`src/rtl/layer_scan_scheduler.sv`:
```
// ---------------------------------------------------------------------------
// layer_scan_scheduler
//   Top-level sequencer for the 8x8x8 LED cube in multi-frame mode. For each
//   layer it reads 64 column bits from frame memory, hands them to the column
//   shift loader, then starts the layer activator and waits for it to finish.
//   After FRAME_REPEAT full scans it moves to the next stored frame, wrapping
//   at the runtime frame count num_frames_i.
//
//   Optional build macro: LAYER_BLANK_EN -- inserts BLANK_CYCLES dead cycles
//   (all strobes low) between the end of one layer and the counter update.
//
// Ports
//   clk, rst          clock, asynchronous active-high reset
//   enable            level: keep scanning while high
//   num_frames_i[2:0] frames in animation minus 1
//   mem_rd_en         one-cycle read strobe to frame memory
//   mem_rd_addr[5:0]  {frame, layer}
//   mem_rd_data[63:0] memory word, valid one cycle after mem_rd_en
//   col_load          one-cycle pulse, col_data valid on the same cycle
//   col_data[63:0]    registered copy of mem_rd_data
//   col_load_done     column loader finished shifting
//   act_start         one-cycle pulse to layer activator
//   act_layer[2:0]    layer index, stable from act_start until act_done
//   act_done          layer activator finished its hold time
//   cur_frame[2:0]    frame currently displayed
//   frame_tick        one-cycle pulse when the frame advances
//   busy              high in any state other than IDLE
// ---------------------------------------------------------------------------
module layer_scan_scheduler #(
  parameter int unsigned NUM_LAYERS   = 8,
  parameter int unsigned FRAME_REPEAT = 4,
  parameter int unsigned BLANK_CYCLES = 2
) (
  input  logic        clk,
  input  logic        rst,
  input  logic        enable,
  input  logic [2:0]  num_frames_i,
  output logic        mem_rd_en,
  output logic [5:0]  mem_rd_addr,
  input  logic [63:0] mem_rd_data,
  output logic        col_load,
  output logic [63:0] col_data,
  input  logic        col_load_done,
  output logic        act_start,
  output logic [2:0]  act_layer,
  input  logic        act_done,
  output logic [2:0]  cur_frame,
  output logic        frame_tick,
  output logic        busy
);

  localparam logic [2:0] LAST_LAYER = 3'(NUM_LAYERS - 1);
  localparam logic [7:0] LAST_SCAN  = 8'(FRAME_REPEAT - 1);

  typedef enum logic [3:0] {
    IDLE,
    FETCH,
    CAPTURE,
    LOAD,
    WAIT_LOAD,
    START,
    WAIT_ACT,
    BLANK,
    ADVANCE
  } state_t;

  state_t      state;
  state_t      state_nx;
  logic [2:0]  layer;
  logic [2:0]  frame;
  logic [7:0]  scan;
  logic        tick_q;

`ifdef LAYER_BLANK_EN
  logic [3:0]  blank_cnt;
`endif

  // State register
  always_ff @(posedge clk or posedge rst) begin
    if (rst) begin
      state <= IDLE;
    end else begin
      state <= state_nx;
    end
  end

  // Next-state logic; handshakes are only looked at inside their wait state
  always_comb begin
    state_nx = state;
    case (state)
      IDLE:      if (enable) state_nx = FETCH;
      FETCH:     state_nx = CAPTURE;
      CAPTURE:   state_nx = LOAD;
      LOAD:      state_nx = WAIT_LOAD;
      WAIT_LOAD: if (col_load_done) state_nx = START;
      START:     state_nx = WAIT_ACT;
`ifdef LAYER_BLANK_EN
      WAIT_ACT:  if (act_done) state_nx = BLANK;
      BLANK:     if (blank_cnt == 4'(BLANK_CYCLES - 1)) state_nx = ADVANCE;
`else
      WAIT_ACT:  if (act_done) state_nx = ADVANCE;
`endif
      ADVANCE:   state_nx = enable ? FETCH : IDLE;
      default:   state_nx = IDLE;
    endcase
  end

  // Layer/scan/frame counters and the captured column word
  always_ff @(posedge clk or posedge rst) begin
    if (rst) begin
      layer    <= '0;
      frame    <= '0;
      scan     <= '0;
      col_data <= '0;
      tick_q   <= 1'b0;
    end else begin
      tick_q <= 1'b0;
      if (state == CAPTURE) begin
        col_data <= mem_rd_data;
      end
      if (state == ADVANCE) begin
        if (layer < LAST_LAYER) begin
          layer <= layer + 3'd1;
        end else begin
          layer <= '0;
          if (scan == LAST_SCAN) begin
            scan   <= '0;
            // A frame count shrunk below the current frame also wraps to 0
            frame  <= (frame >= num_frames_i) ? 3'd0 : frame + 3'd1;
            tick_q <= 1'b1;
          end else begin
            scan <= scan + 8'd1;
          end
        end
      end
    end
  end

`ifdef LAYER_BLANK_EN
  always_ff @(posedge clk or posedge rst) begin
    if (rst) begin
      blank_cnt <= '0;
    end else if (state == BLANK) begin
      blank_cnt <= blank_cnt + 4'd1;
    end else begin
      blank_cnt <= '0;
    end
  end
`endif

  // Outputs decoded from state; layer only changes in ADVANCE, so act_layer
  // is naturally stable across the activator handshake
  always_comb begin
    mem_rd_en   = (state == FETCH);
    mem_rd_addr = {frame, layer};
    col_load    = (state == LOAD);
    act_start   = (state == START);
    act_layer   = layer;
    cur_frame   = frame;
    frame_tick  = tick_q;
    busy        = (state != IDLE);
  end

endmodule
```
`config.mk`:
```
export PLATFORM = sky130hd
export DESIGN_NAME = layer_scan_scheduler
export DESIGN_NICKNAME = d
export VERILOG_FILES = /design/src/rtl/layer_scan_scheduler.sv
export SDC_FILE = /design/constraint.sdc
export NUM_CORES = 1
export LEC_CHECK = 0
export BUFFER_PORTS_ARGS = -buffer_cell sky130_fd_sc_hd__buf_2
export CORE_ASPECT_RATIO = 1.4
export CORE_MARGIN = 2
export CORE_UTILIZATION = 35
export CTS_BUF_LIST = sky130_fd_sc_hd__clkbuf_4 sky130_fd_sc_hd__clkbuf_8 sky130_fd_sc_hd__clkbuf_16
export DETAILED_ROUTE_END_ITERATION = 8
export PLACE_DENSITY = 0.67
export RECOVER_POWER = 25
export SETUP_SLACK_MARGIN = 0.02
export SLEW_MARGIN = 20
export SYNTH_ARGS = -nofsm -noshare
export SYNTH_HDL_FRONTEND = slang
export SYNTH_SLANG_ARGS = --single-unit
```
`constraint.sdc`:
```
create_clock -name clk -period 2.5 [get_ports clk]
set_input_delay 0.5 -clock clk [delete_from_list [all_inputs] [get_ports clk]]
set_output_delay 0.5 -clock clk [all_outputs]
set_load 0.01 [all_outputs]
```
==> qor.csv, run 1 <==
metric;value;unit
Min-Delay Path Depth;2;
Slowest-stage cell, CP;or4b_4;
initial antenna violation count;0;
clock sinks;83;
CTS clock-pin slew for the worst setup and hold paths;0.06;ns
Synth area leaders;dfrtp_1 61%, mux2_2 22%, ha_1 2.2%, buf_4 1.3%, xnor2_1 1.3%;
GP Congestion;0.785;
Syn Area/Cell;14.2;um2
max_cap viols;0;
final instance area;0.00457;mm2
area of the core;0.00951;mm2
CTS Buffer Depth;2;
cells on worst reg2reg path;4;
Post-CTS Hold Buffers;0;
ant diodes;0;
Max VDD drop;0.560;mV
FILL cells;866;
post-detailed-route count of antenna-violating nets;0;
# IOs;153;
Worst Slack Setup Final;0.402;ns
crit share post-route;0.839;
worst r2r src;state[0];
Final Skew;0.00414;ns
Setup crit end kind;flip-flop;
syn_nets;320;
Clock Latency Late Sink;0.33;ns
grt ovf;0;
nets@finish;470;
Hold Path End;col_data[45];
fmax;477;MHz
hold path start;mem_rd_data[45];
die height;121;um
Tmin final;2.10;ns
Synth area leader;dfrtp_1;
CTS Buf Count;9;
cells resized by post-CTS repair;0;
H-tree depth;3;
max-slew violation count;0;
drt initial violations;58;
first-pass GRT wire length;11600;um
WHS;0.396;ns
outcome;completed;
critical path type;reg -> reg;
Slew @ Worst Pin;1.12;ns
Leak;0.00222;uW
GRT Total Usage;0.139;
Final TNS setup;0;ns
wirelength, routed;7010;um
Area growth, synth to finish;33.4;%
crit-path cells;or4b_4, nor4_4, a21boi_1, o22ai_1;
register area;0.00208;mm2
Final Hold Fails;0;
post-CTS setup buffer count;0;
CP Max Fanout;11;
Critical Path AT;2.30;ns
placed cell area;0.00430;mm2
post-synthesis cell count;242;
Rows;42;
WP data required;2.71;ns
area of the multi-input gates;0.00123;mm2
DRC;0;
DIE WIDTH;87.6;um
pre-CTS WS;0.399;ns
final setup fails;0;
wire per inst;13.3;um
synth warn;0;
Vias;2438;
Power Density;1220;mW/mm2
post-DP HPWL;5170;um
total die area;0.0106;mm2
first drt pass iteration count;4;
initial core utilization;0.360;
cell area after synthesis;0.00342;mm2
Seq/Total Area, Yosys;0.607;
layout cells sized above 1;0.612;
largest net degree at the start of global routing;84;
Startpoint Class;flip-flop;
Hold Path Class;in -> reg;
IO Port Bufs;152;
Via-to-Cell Ratio;4.61;
number of global-route vias before repair;2645;
top cell type's share of synthesized area;0.607;
Synth cell types;33;
Clock Tree Root;clkbuf_16;
Seq cells post-synth;83;
slew margin rel.;0.250;
worst reg2reg endpoint;cur_frame[2];
R2R Setup Slk;0.40;ns
CTS tree;yes;
crit-path max cell delay;0.65;ns
unrepaired setup endpoints after global routing;no;
-- flip-flops by register name, summed over array words and instances, names as in the netlist --
| name | count |
|---|---|
| scan | 8 |
| act_layer | 3 |
| state | 4 |
| cur_frame | 3 |
| col_data | 64 |
| frame_tick | 1 |
-- area by class of cell --
class	count	share of cell area
clock buffer	12	0.0570
tap	132	0.0362
clock inverter	4	0.00548
multi-input combinational	136	0.269
sequential	83	0.455
inverter	7	0.00657
timing repair buffer	155	0.171
-- power by group --
| part | switching (uW) | internal, uW | total, uW |
|---|---|---|---|
| Clock | 498 | 734 | 1230 |
| Combinational | 959 | 1130 | 2090 |
| Sequential | 330 | 1920 | 2250 |
-- per-stage QoR --
| stage | std cells | utilization | total power, uW |
|---|---|---|---|
| global route | 529 | 0.480 | 5970 |
| finish | 529 | 0.480 | 5580 |
| detailed placement | 513 | 0.452 | 4420 |
| floorplan | 242 | - | 3590 |
| global placement | 513 | 0.452 | 4340 |
| CTS | 529 | 0.482 | 5690 |
-- worst max-delay path by stage --
stage | start | to | slack, ns | depth (start not counted)
after detailed placement | state[2] | cur_frame[2] | 0.40 | 4
after global placement | state[2] | cur_frame[2] | 0.45 | 4
final | state[0] | cur_frame[2] | 0.40 | 4
after CTS | state[0] | cur_frame[2] | 0.39 | 4
after floorplan | state[2] | scan[5] | 0.51 | 6
after global routing | state[0] | cur_frame[2] | 0.25 | 4
-- cells by family after synthesis --
group / Yosys count / share of synthesized area
flops: 83 / 0.607
compound gates: 17 / 0.0289
buf+inv: 23 / 0.0365
xor+xnor: 6 / 0.0153
fa+ha+maj: 6 / 0.0219
simple gates: 40 / 0.0705
mux: 67 / 0.220
-- placed cells by master (no fill, tap or decap), types with 3 or more instances in the layout --
cell type / netlist / final
buf_2: 1 / 151
dfrtp_1: 83 / 83
mux2_2: 67 / 67
clkbuf_16: 0 / 9
nand2b_1: 6 / 6
o21ai_0: 6 / 6
nor2_1: 6 / 6
nand3_1: 6 / 6
inv_1: 7 / 6
ha_1: 6 / 6
nand2_1: 5 / 5
xnor2_1: 5 / 5
a21oi_1: 4 / 4
nand4_1: 4 / 4
nor3_1: 3 / 3
clkinvlp_4: 0 / 3
-- per-layer routing --
layer	GRT usage	share of wire
met1	0.150	0.38
met2	0.244	0.53
met3	0.0476	0.069
met4	0.0567	0.016
met5	0	0
-- cell usage after synthesis --
library cell / count
dfrtp_1: 83
mux2_2: 67
clkbuf_1: 7
inv_1: 7
buf_4: 6
ha_1: 6
nand2b_1: 6
nand3_1: 6
nor2_1: 6
o21ai_0: 6
nand2_1: 5
xnor2_1: 5
a21oi_1: 4
nand4_1: 4
nor3_1: 3
a31oi_1: 2
buf_6: 2
nand3b_1: 2
a21boi_1: 1
a21o_1: 1
and3_1: 1
buf_2: 1
nor2_2: 1
nor3_2: 1
nor4_1: 1
nor4_4: 1
o21bai_1: 1
o22ai_1: 1
o31ai_1: 1
or2_2: 1
or4_1: 1
or4b_4: 1
xor2_1: 1
-- worst max-delay path: cells and delay by family, from the launching register on --
kind | cells | cell delay, ns
AO/OA/AOI/OAI | 2 | 0.31
AND/OR/NAND/NOR | 2 | 1.17
flip-flops | 1 | 0.50
(Power assumes the default switching activity.)
==> inputs of run 2 (changes only) <==
--- a/config.mk
+++ b/config.mk
@@ -5,13 +5,14 @@
 export SDC_FILE = /design/constraint.sdc
 export NUM_CORES = 1
 export LEC_CHECK = 0
+export ABC_AREA = 1
 export BUFFER_PORTS_ARGS = -buffer_cell sky130_fd_sc_hd__buf_2
 export CORE_ASPECT_RATIO = 1.4
 export CORE_MARGIN = 2
 export CORE_UTILIZATION = 35
 export CTS_BUF_LIST = sky130_fd_sc_hd__clkbuf_4 sky130_fd_sc_hd__clkbuf_8 sky130_fd_sc_hd__clkbuf_16
 export DETAILED_ROUTE_END_ITERATION = 8
-export PLACE_DENSITY = 0.67
+export PLACE_DENSITY = 0.66
 export RECOVER_POWER = 25
 export SETUP_SLACK_MARGIN = 0.02
 export SLEW_MARGIN = 20
==> constraint.sdc (replaced) <==
create_clock -name clk -period 1.7 [get_ports clk]
set_input_delay 0.34 -clock clk [delete_from_list [all_inputs] [get_ports clk]]
set_output_delay 0.34 -clock clk [all_outputs]
set_load 0.01 [all_outputs]
==> run 2 against run 1 <==
Compared with the run above:
- clock-buffer cell count up 2
- die area increased by 6.9%
- combinational power grew 56%
- largest power group unchanged
- power increased by 50%
- clock power increased by 48%
- via count rose by 32%
==> qor.csv, run 2 <==
metric;value;unit
Area growth, synth to finish;30.7;%
number of global-route vias before repair;3260;
WP data required;1.36;ns
CTS clock-pin slew for the worst setup and hold paths;0.06;ns
commonest cells in the netlist;236 x nand2_1, 83 x dfrtp_1, 26 x inv_1, 21 x nand3_1, 14 x nor2_1;
cell area after synthesis;0.00367;mm2
clock sinks;83;
Async S/R FF share, synth;1.00;
Clock Latency Late Sink;0.33;ns
DIE WIDTH;90.5;um
critical path type;reg -> out;
unrepaired setup endpoints after global routing;no;
Final Hold Fails;0;
max-slew violation count;0;
crit-path max cell delay;0.39;ns
met2 GRT Util;0.286;
largest register by flop count;col_data;
wire per inst;12.0;um
ys flop type;dfrtp_1;
hold path start;mem_rd_data[12];
drt initial violations;167;
worst r2r src;state[3];
IO Port Bufs;152;
max reg flops;64;
DRC;0;
R2R Setup Slk;0.31;ns
final setup fails;0;
GRT met3 Usage;0.0458;
initial core utilization;0.356;
count leader, synth;nand2_1;
first drt pass iteration count;4;
wirelength, routed;8750;um
Clock Tree Root;clkbuf_16;
ant diodes;0;
CP delay by family, top;flip-flops;
biggest regs;col_data: 64 flops, scan: 8 flops, state: 4 flops;
Post-synth EDFFs;0;
Syn Area/Cell;8.42;um2
commonest non-fill, non-tap cell in the layout;nand2_1;
GRT Total Usage;0.164;
Max VDD drop;0.731;mV
syn_nets;514;
grt ovf;0;
GP Congestion;0.842;
placed cell area;0.00452;mm2
Rows;44;
Slew @ Worst Pin;1.12;ns
top cell type's share of synthesized area;0.566;
nets@finish;666;
post-synthesis cell count;436;
Synth cell types;21;
first-pass GRT wire length;15100;um
Leak;0.00281;uW
CP Max Fanout;4;
initial antenna violation count;0;
final instance area;0.00480;mm2
crit-path cells;inv_1, nand2_1, inv_2, nand3_1, inv_1, buf_2;
Seq/Total Area, Yosys;0.566;
Min-Delay Path Depth;3;
Slowest-stage cell, CP;dfrtp_1;
max_cap viols;0;
CTS Buffer Depth;2;
synth warn;0;
CP dominant cell by count;inv_1;
fmax;627;MHz
Power Density;1740;mW/mm2
H-tree depth;3;
worst reg2reg endpoint;col_data[26];
area of the core;0.0103;mm2
CTS Buf Count;9;
Vias;3211;
total die area;0.0113;mm2
largest net degree at the start of global routing;46;
cells on worst reg2reg path;8;
Setup crit end kind;primary output;
Via-to-Cell Ratio;4.39;
Core Util, Final;0.466;
outcome;completed;
met1 usage in global routing;0.187;
crit share post-route;0.939;
Final Skew;0.00325;ns
slew margin rel.;0.253;
# IOs;153;
post-detailed-route count of antenna-violating nets;0;
Hold Path Class;in -> reg;
Tmin final;1.60;ns
WHS;0.202;ns
Hold Path End;col_data[12];
layout cells sized above 1;0.317;
Seq cells post-synth;83;
Worst Path Buf+Inv;4;
Critical Path AT;1.26;ns
Startpoint Class;flip-flop;
die height;125;um
post-DP HPWL;6480;um
busiest grt layer;met2;
CTS tree;yes;
Final TNS setup;0;ns
most frequent cells in the layout;236 x nand2_1, 152 x buf_2, 83 x dfrtp_1;
Synth area leader;dfrtp_1;
Synth area leaders;dfrtp_1 57%, nand2_1 24%, nand3_1 2.9%, inv_1 2.7%, buf_4 2.5%;
-- run 2: cell count changes after synthesis, sizes merged, moves of 2 or more --
cell and delta:
a21oi -2, nand2 +233, nand3 +16, nor2 +11, nand2b -6, nor4 -2, nor3 -4, buf +11
inv +21, a31oi -2, mux2 -67, xor2 +3, xnor2 -3, clkbuf -7
-- run 2: worst register-to-register path: cells and delay by family (launching register included) --
kind | cells | cell delay (ns)
buffers and inverters | 4 | 0.59
AND/OR/NAND/NOR | 4 | 0.38
flip-flops | 1 | 0.36
-- run 2: worst max path at each step --
| stage | from | to | slack (ns) | cells past startpoint |
|---|---|---|---|---|
| 5_1_grt | state[3] | mem_rd_en | 0.02 | 6 |
| 6_report | state[3] | mem_rd_en | 0.10 | 6 |
| 3_3_place_gp | state[0] | cur_frame[2] | 0.38 | 6 |
| 2_1_floorplan | rst | act_layer[0] | 0.41 | 1 |
| 3_5_place_dp | state[0] | cur_frame[1] | 0.33 | 6 |
| 4_1_cts | state[3] | mem_rd_en | 0.04 | 6 |
-- run 2: where the power goes --
part | switching [uW] | internal [uW]
sequential | 469 | 2810
combinational | 1960 | 1300
clock | 708 | 1110
total | 3140 | 5220
-- run 2: metal layers --
| layer | vias up | share of wire |
|---|---|---|
| met5 | - | 0 |
| met4 | 0 | 0.018 |
| met3 | 15 | 0.063 |
| met2 | 96 | 0.52 |
| met1 | 1473 | 0.40 |
| li1 | 1627 | - |
-- run 2: what timing repair did --
action                                  4_1_cts  5_1_grt
resized for setup                             0        1
endpoints found under the setup margin        0        1
buffers inserted                              0        2
hold buffers                                  0        0
-- run 2: cell families after synthesis --
family,after synthesis,share of synthesized area
xor+xnor,6,0.0143
flops,83,0.566
buf+inv,48,0.0743
simple gates,283,0.311
fa+ha+maj,6,0.0205
compound gates,10,0.0143
-- run 2: area by class of cell --
cell class                 instances  area (um2)
inverter                          28         106
clock buffer                      14         275
multi-input combinational        305        1320
sequential                        83        2080
fill                            1051        5500
timing repair buffer             161         836
tap                              138         173
clock inverter                     2        10.0
-- run 2: stage by stage --
stage          total power [uW]  cells  setup slack (ns)
6_report                   8360    731             0.104
5_1_grt                    9080    731            0.0211
4_1_cts                    8480    729            0.0362
3_5_place_dp               6600    713             0.333
3_3_place_gp               6500    713             0.384
2_1_floorplan              5380    436             0.408
==> inputs of run 3 (changes only) <==
==> constraint.sdc (replaced) <==
create_clock -name clk -period 1.7 [get_ports clk]
set_input_delay 0.51 -clock clk [delete_from_list [all_inputs] [get_ports clk]]
set_output_delay 0.51 -clock clk [all_outputs]
set_load 0.01 [all_outputs]
==> run 3 against run 2 <==
Compared with the run above:
- sequential share of layout area fell by 1.3 points
- clock power rose by 36%
- final area rose by 3.1%
- highest routed layer unchanged
- wire length fell by 2.6%
- clock skew rose by 0.0026 ns
- setup slack got worse by 0.11 ns
- the flow now finishes with violations (setup timing)
==> qor.csv, run 3 (synthesized netlist as in run 2, its figures left out) <==
metric;value;unit
fmax;587;MHz
CP Max Fanout;3;
Startpoint Class;flip-flop;
Core Util, Final;0.481;
Int Power;5920;uW
P_sw;3190;uW
CP dominant cell by count;inv_2;
Worst Slack Setup Final;-0.00331;ns
CTS tree;yes;
Worst Path Buf+Inv;4;
register area;0.00208;mm2
max reg flops;64;
ant diodes;0;
GP Congestion;0.831;
final setup fails;1;
slew margin rel.;0.423;
crit-path max cell delay;0.41;ns
Slew @ Worst Pin;0.866;ns
largest register by flop count;col_data;
# IOs;153;
most frequent cells in the layout;235 x nand2_1, 153 x buf_2, 82 x dfrtp_1;
crit-path cells;inv_2, nand2_2, inv_2, nand3_2, inv_1, buf_2;
GRT Total Usage;0.159;
Tmin final;1.70;ns
sw frac;0.350;
CP delay by family, top;flip-flops;
Clock Tree Root;clkbuf_16;
Clock Latency Late Sink;0.33;ns
post-detailed-route count of antenna-violating nets;0;
WHS;0.186;ns
Hold Path Class;in -> async;
initial core utilization;0.356;
initial antenna violation count;0;
H-tree depth;3;
die height;125;um
Critical Path AT;1.19;ns
unrepaired setup endpoints after global routing;yes;
nets@finish;671;
CTS Buffer Depth;2;
first drt pass iteration count;6;
Area growth, synth to finish;34.8;%
max-slew violation count;0;
FILL cells;1036;
area of the multi-input gates;0.00133;mm2
layout cells sized above 1;0.332;
outcome;complete, but fails checks;
number of global-route vias before repair;3246;
wirelength, routed;8520;um
Max VDD drop;0.873;mV
critical path type;reg -> out;
post-DP HPWL;6240;um
WP data required;1.19;ns
Post-CTS Hold Buffers;0;
Clock Power Share;0.271;
Rows;44;
IO Port Bufs;152;
Final TNS setup;-0.00331;ns
biggest regs;col_data: 64 flops, scan: 8 flops, state: 4 flops;
drt initial violations;109;
largest net degree at the start of global routing;43;
crit share post-route;1.00;
CTS clock-pin slew for the worst setup and hold paths;0.06;ns
max_cap viols;0;
Final Skew;0.00588;ns
Vias;3253;
area of the core;0.0103;mm2
Leak;0.00287;uW
DRC;0;
clock sinks;83;
wire per inst;11.6;um
failing checks;setup timing;
CTS Buf Count;9;
Via-to-Cell Ratio;4.43;
DIE WIDTH;90.5;um
total die area;0.0113;mm2
Power Density;1840;mW/mm2
Slowest-stage cell, CP;dfrtp_1;
combinational share of power;0.366;
Sequential Power Share;0.363;
grt ovf;0;
R2R Setup Slk;0.17;ns
Setup crit end kind;primary output;
Final Hold Fails;0;
commonest non-fill, non-tap cell in the layout;nand2_1;
first-pass GRT wire length;14800;um
-- run 3: timing repair --
item,4_1_cts,5_1_grt
gates resized for setup,7,1
endpoints found under the setup margin,4,7
buffers inserted,4,3
pin swaps,3,1
-- run 3: path summary, 6_finish.rpt --
kind | from | to | cells past startpoint
setup / recovery | state[3] | mem_rd_en | 6
hold / removal | rst | col_data[11] | 2
setup reg to reg | state[3] | state[0] | 9
hold reg to reg | col_data[61] | col_data[61] | 2
max in group asynchronous | rst | state[0] | 3
min in group clk | mem_rd_data[36] | col_data[36] | 3
-- run 3: layout make-up --
class	count	area share
multi-input combinational	305	0.269
tap	138	0.0349
inverter	28	0.0215
clock inverter	5	0.0303
sequential	83	0.420
timing repair buffer	166	0.177
clock buffer	10	0.0470
-- run 3: stage by stage --
| step | instance area [um2] | total power (uW) | setup WS [ns] | instances |
|---|---|---|---|---|
| 5_1_grt | 4950 | 9800 | -0.0777 | 735 |
| 2_1_floorplan | 3670 | 5380 | 0.238 | 436 |
| 3_3_place_gp | 4530 | 6480 | 0.236 | 713 |
| 6_report | 4950 | 9100 | -0.00331 | 735 |
| 4_1_cts | 4950 | 9200 | 0.00501 | 732 |
| 3_5_place_dp | 4530 | 6580 | 0.220 | 713 |
-- run 3: worst register-to-register path: cells and delay by family (launching register included) --
kind / cells / cell delay [ns]
compound gates: 1 / 0.16
flops: 1 / 0.40
simple gates: 3 / 0.35
buf+inv: 5 / 0.52
-- run 3: power by group through the flow --
stage | clock network [uW] | registers [uW] | logic (uW)
after floorplan | 0 | 3640 | 1730
after global placement | 0 | 3290 | 3190
after detailed placement | 0 | 3320 | 3270
after CTS | 2540 | 3310 | 3360
after global routing | 2640 | 3400 | 3760
final | 2470 | 3300 | 3330
-- run 3: routing by layer --
layer / GRT usage / vias to the layer above / part of all wire
met5: 0 / - / 0
met4: 0.0615 / 0 / 0.016
met3: 0.0386 / 12 / 0.049
met2: 0.270 / 94 / 0.50
met1: 0.196 / 1508 / 0.43
li1: - / 1639 / -
